<file path="config.mk">
export PLATFORM = sky130hd
export DESIGN_NAME = viterbi_acs_pmu
export DESIGN_NICKNAME = d
export VERILOG_FILES = /design/src/rtl/viterbi_acs_pmu.sv
export SDC_FILE = /design/constraint.sdc
export NUM_CORES = 1
export LEC_CHECK = 0
export CAP_MARGIN = 20
export CORE_MARGIN = 2
export CORE_UTILIZATION = 45
export DETAILED_ROUTE_END_ITERATION = 8
export PLACE_DENSITY = 0.66
export SETUP_SLACK_MARGIN = 0.05
export SYNTH_ARGS = -nofsm -noshare
export SYNTH_HDL_FRONTEND = slang
export SYNTH_SLANG_ARGS = --single-unit
</file>
<file path="constraint.sdc">
create_clock -name clk -period 4.68 [get_ports clk]
set_input_delay 0.468 -clock clk [delete_from_list [all_inputs] [get_ports clk]]
set_output_delay 0.468 -clock clk [all_outputs]
set_load 0.05 [all_outputs]
</file>
<file path="src/rtl/viterbi_acs_pmu.sv">
// Add-compare-select / path-metric unit for a K=3, rate-1/2 (7,5) Viterbi decoder.
// Define ACS_BEST_STATE_EN to add the registered best_state output.
`timescale 1ns/1ps
module viterbi_acs_pmu #(
   parameter int PM_W      = 8,
   parameter int INIT_PM   = 63,
   parameter int FRAME_LEN = 16
) (
   input  logic              clk,
   input  logic              rst,
   input  logic              init,
   input  logic              in_valid,
   input  logic [1:0]        bm00,
   input  logic [1:0]        bm01,
   input  logic [1:0]        bm10,
   input  logic [1:0]        bm11,
   output logic              out_valid,
   output logic [3:0]        decision,
   output logic [4*PM_W-1:0] pm_out,
   output logic              frame_last
`ifdef ACS_BEST_STATE_EN
   ,
   output logic [1:0]        best_state
`endif
);

   localparam int              CNT_W    = $clog2(FRAME_LEN);
   localparam logic [CNT_W-1:0] CNT_LAST = CNT_W'(FRAME_LEN - 1);
   localparam logic [PM_W:0]   SAT_MAX  = {1'b0, {PM_W{1'b1}}};
   localparam logic [PM_W-1:0] HALF     = {1'b1, {(PM_W-1){1'b0}}};
   localparam logic [PM_W-1:0] INIT_VAL = PM_W'(INIT_PM);

   logic [3:0][PM_W-1:0] pm;
   logic [3:0][PM_W-1:0] pm_sel;
   logic [3:0][PM_W-1:0] pm_next;
   logic [3:0][1:0]      bm;
   logic [3:0]           dec_next;
   logic [CNT_W-1:0]     cnt;

   assign bm     = {bm11, bm10, bm01, bm00};
   assign pm_out = pm;

   // Sum is one bit wider so a carry out clamps instead of wrapping.
   function automatic logic [PM_W-1:0] sat_add(input logic [PM_W-1:0] m, input logic [1:0] d);
      logic [PM_W:0] s;
      s = {1'b0, m} + {{(PM_W-1){1'b0}}, d};
      return (s > SAT_MAX) ? SAT_MAX[PM_W-1:0] : s[PM_W-1:0];
   endfunction

   always_comb begin
      logic            u, n0, all_hi;
      logic [1:0]      c_a, c_b;
      logic [PM_W-1:0] a, b;
      // NOTE: every variable gets a default before any branch so no latch is inferred.
      pm_sel   = '0;
      pm_next  = '0;
      dec_next = '0;
      all_hi   = 1'b1;
      u = 1'b0; n0 = 1'b0; c_a = '0; c_b = '0; a = '0; b = '0;
      for (int n = 0; n < 4; n++) begin
         // Next state n = {u, n0}; predecessors {n0,0} (a) and {n0,1} (b).
         u   = 1'(n >> 1);
         n0  = 1'(n);
         c_a = {u ^ n0, u};
         c_b = {~(u ^ n0), ~u};
         a   = sat_add(pm[{n0, 1'b0}], bm[c_a]);
         b   = sat_add(pm[{n0, 1'b1}], bm[c_b]);
         dec_next[n] = (b < a);
         pm_sel[n]   = (b < a) ? b : a;
         all_hi      = all_hi & pm_sel[n][PM_W-1];
      end
      for (int n = 0; n < 4; n++) begin
         pm_next[n] = all_hi ? (pm_sel[n] - HALF) : pm_sel[n];
      end
   end

`ifdef ACS_BEST_STATE_EN
   logic [1:0] best_next;

   always_comb begin
      best_next = 2'd0;
      for (int n = 1; n < 4; n++) begin
         if (pm_next[n] < pm_next[best_next]) best_next = 2'(n);
      end
   end
`endif

   // NOTE: sequential state uses non-blocking assignments so all registers update together.
   always_ff @(posedge clk) begin
      if (rst || init) begin
         pm         <= {INIT_VAL, INIT_VAL, INIT_VAL, {PM_W{1'b0}}};
         out_valid  <= 1'b0;
         decision   <= '0;
         frame_last <= 1'b0;
         cnt        <= '0;
`ifdef ACS_BEST_STATE_EN
         best_state <= 2'd0;
`endif
      end else begin
         out_valid <= in_valid;
         if (in_valid) begin
            pm         <= pm_next;
            decision   <= dec_next;
            frame_last <= (cnt == CNT_LAST);
            cnt        <= (cnt == CNT_LAST) ? '0 : cnt + 1'b1;
`ifdef ACS_BEST_STATE_EN
            best_state <= best_next;
`endif
         end
      end
   end

endmodule

</file>
==> results.toml <==
[drt]
drc = 0
drtIter0Drc = 199
antenna_left = 0
detail_route.wl_per_cell_um = 17.7
vias_per_cell = 6.02
wl_um = 12500
vias = 4257
firstDrtPassIters = 5

[critical_path]
worstSetupPathType = "in2reg"
cp-end-kind = "flip-flop"
ff2ff_path_depth = 14
crit_required_ns = 4.88
arrival_ns = 4.45
r2r_setup_slack_ns = 0.70
cp_max_fo = 8
crit_path_start_kind = "input port"

[floorplanning]
io_pins = 50
dieWidth_um = 102
dieHeight_um = 102
die_area_um2 = 10300
num_rows = 35
coreArea_um2 = 9240
start_util_pct = 46.4

[yosys]
netlist_instances = 551
ys_types = 59
synth-async-reset-ratio_pct = 0
synthesis.area_um2 = 4290
ys_warn_count = 0
synth_edf_count = 0
synth_nets = 616
netlist.top_cell.by_area = "dfxtp_1"
yosysTopAreaCellShare_pct = 19.6
avgSynthCellArea_um2 = 7.78
ys_top_cells_by_area = "dfxtp_1 (20%), ha_1 (13%), a21oi_1 (5.7%)"
synth_seq_cells = 42
ys_seq_area_share_pct = 19.6
synth_ff_type = "dfxtp_1"

[global_routing]
grt_max_degree = 49
antenna_found_initial = 0
first_global_vias = 4030
grt_pass1_wl_um = 20300
grt.total_usage_pct = 25.0
grt_overflow_total = 0

[sta]
final.period_utilization_pct = 90.9
relSlewSlack_pct = 38.7
finalHoldViolCount = 0
final.setup_skew_ns = 0.0116
fmax_mhz = 235
fin_tns_setup_ns = 0
tightest_slew_ns = 0.910
setup_violations = 0
slew_violations = 0
period_needed_ns = 4.25
rsz0062_at_grt = "no"

[placed_design]
gp_congestion = 0.950
dpl.hpwl_um = 9630
io_buffers = 49
placed_cells = 699

[clock_tree]
ctsHoldBuffers = 0
clk_pin_slew_ns = 0.09
cts.sinks = 42
cts_setup_buffers = 0
clk_latency_ns = 0.30
cts-htree-levels = 2
cts_tree = "built"
clk_path_buf_depth = 2
ctsResizeCount = 0
cts_root_buf = "clkbuf_8"
cts_made_buffers = 5

[min_path]
hp-class = "reg2reg"
hold_depth = 2

[final_layout]
antennaDiodeCount = 0
fill_cells = 917
nets = 642
area_delta_synth_final_pct = 14.7
final_cells = 707
fin_util_pct = 53.2
drive_gt1_share_pct = 4.84

[outcome]
status = "complete, no violations"

[power]
power_density_nw_per_um2 = 395
p_total_mw = 1.94
vdd_drop_max_uv = 169
p_leak_nw = 2.06

[flow_run]
max_cap_violations = 0
==> synthesized netlist by cell type (2+ instances only) <==
cell type and count:
nor2b_1 12, or2_2 5, o221ai_1 2, and2_1 3, xnor2_1 16, o311a_1 2, buf_2 12, a211o_1 4
o211a_1 4, xor2_1 6, a211oi_1 2, nand3_1 29, nand4_1 8, or3_1 6, buf_6 4, and2_0 2
fa_1 8, o41a_1 2, a311o_1 7, mux2i_1 8, nand2_1 60, nor3_1 11, o211ai_1 10, o21a_1 5
clkbuf_1 14, and2_4 2, a311oi_1 3, ha_1 45, mux2_2 4, dfxtp_1 42, o311ai_0 5, a21oi_1 49
and4_1 7, nand2b_1 8, inv_1 6, a31oi_1 6, a21o_1 17, nor2_1 46, and3_1 14, o21ai_0 36
==> per-layer routing <==
layer / wire (um) / global-route usage (%)
met5: 0 / 0
met4: 227 / 7.07
met3: 558 / 2.76
met2: 5710 / 41.3
met1: 6020 / 34.3
==> cell usage in the layout, fill, tap and decap left out, types with 3 or more instances in the layout <==
cell | netlist | routed
a21oi_1 | 49 | 49
o21ai_0 | 36 | 36
clkdlybuf4s50_1 | 0 | 48
and4_1 | 7 | 7
nand2_1 | 60 | 60
inv_1 | 6 | 6
o311ai_0 | 5 | 5
a211o_1 | 4 | 4
ha_1 | 45 | 45
fa_1 | 8 | 8
a21o_1 | 17 | 17
o211ai_1 | 10 | 10
nor2b_1 | 12 | 12
o21a_1 | 5 | 5
dfxtp_1 | 42 | 42
or2_2 | 5 | 5
a31oi_1 | 6 | 6
mux2i_1 | 8 | 8
nand4_1 | 8 | 8
a311o_1 | 7 | 7
and3_1 | 14 | 14
or3_1 | 6 | 6
nor3_1 | 11 | 11
mux2_2 | 4 | 4
xor2_1 | 6 | 6
nand3_1 | 29 | 29
o211a_1 | 4 | 4
clkbuf_8 | 0 | 5
nand2b_1 | 8 | 8
xnor2_1 | 16 | 16
and2_1 | 3 | 3
a311oi_1 | 3 | 3
nor2_1 | 46 | 46
==> cell type report <==
| cell class | count | area [um2] | share of cell area, % |
|---|---|---|---|
| clock buffer | 5 | 68.8 | 1.40 |
| clock inverter | 3 | 68.8 | 1.40 |
| inverter | 7 | 26.3 | 0.534 |
| multi-input combinational | 471 | 3260 | 66.3 |
| sequential | 42 | 841 | 17.1 |
| tap | 129 | 161 | 3.28 |
| timing repair buffer | 50 | 493 | 10.0 |
==> state kept, by name, summed over array words and instances, names as in the netlist <==
register	flops
out_valid	1
pm_out	32
frame_last	1
decision	4
cnt	4
==> metrics by stage <==
stage,instance area [um2],setup slack [ns],hold slack [ns]
final,4920,0.428,0.475
after global routing,4920,0.0945,0.501
after CTS,4920,0.473,0.476
after detailed placement,4780,0.165,0.460
after global placement,4780,0.281,0.456
after floorplan,4290,1.04,0.465
==> path summary, 6_finish.rpt <==
kind,from,end
setup reg to reg,pm_out[24],pm_out[7]
hold / removal,frame_last,frame_last
setup / recovery,bm01[0],pm_out[7]
hold reg to reg,frame_last,frame_last
==> critical path: stages <==
cell	delay [ns]
clkdlybuf4s50_1	0.44
ha_1	0.25
fa_1	0.45
and3_1	0.25
nand2_1	0.15
nand3_1	0.09
o21ai_0	0.15
inv_1	0.08
ha_1	0.32
and4_1	0.24
nand3_1	0.09
o21ai_0	0.72
buf_4	0.28
o22ai_1	0.12
a311oi_1	0.35
==> where the power goes <==
group / internal [mW] / switching [mW] / total [mW] / leakage [nW]
Combinational: 0.448 / 0.681 / 1.13 / 1.65
Sequential: 0.387 / 0.0692 / 0.457 / 0.343
Clock: 0.214 / 0.143 / 0.357 / 0.0683
Total: 1.05 / 0.893 / 1.94 / 2.06
==> cell families (layout without fill, tap and decap cells) <==
group	Yosys count	count (layout)	synth area share [%]
AO/OA/AOI/OAI	166	166	26.5
multiplexers	12	12	2.92
adder cells (fa/ha/maj)	53	53	16.9
XOR/XNOR	22	22	4.49
buffers and inverters	38	65	4.38
flip-flops	42	42	19.6
AND/OR/NAND/NOR	218	218	25.3
(Power assumes the default switching activity.)
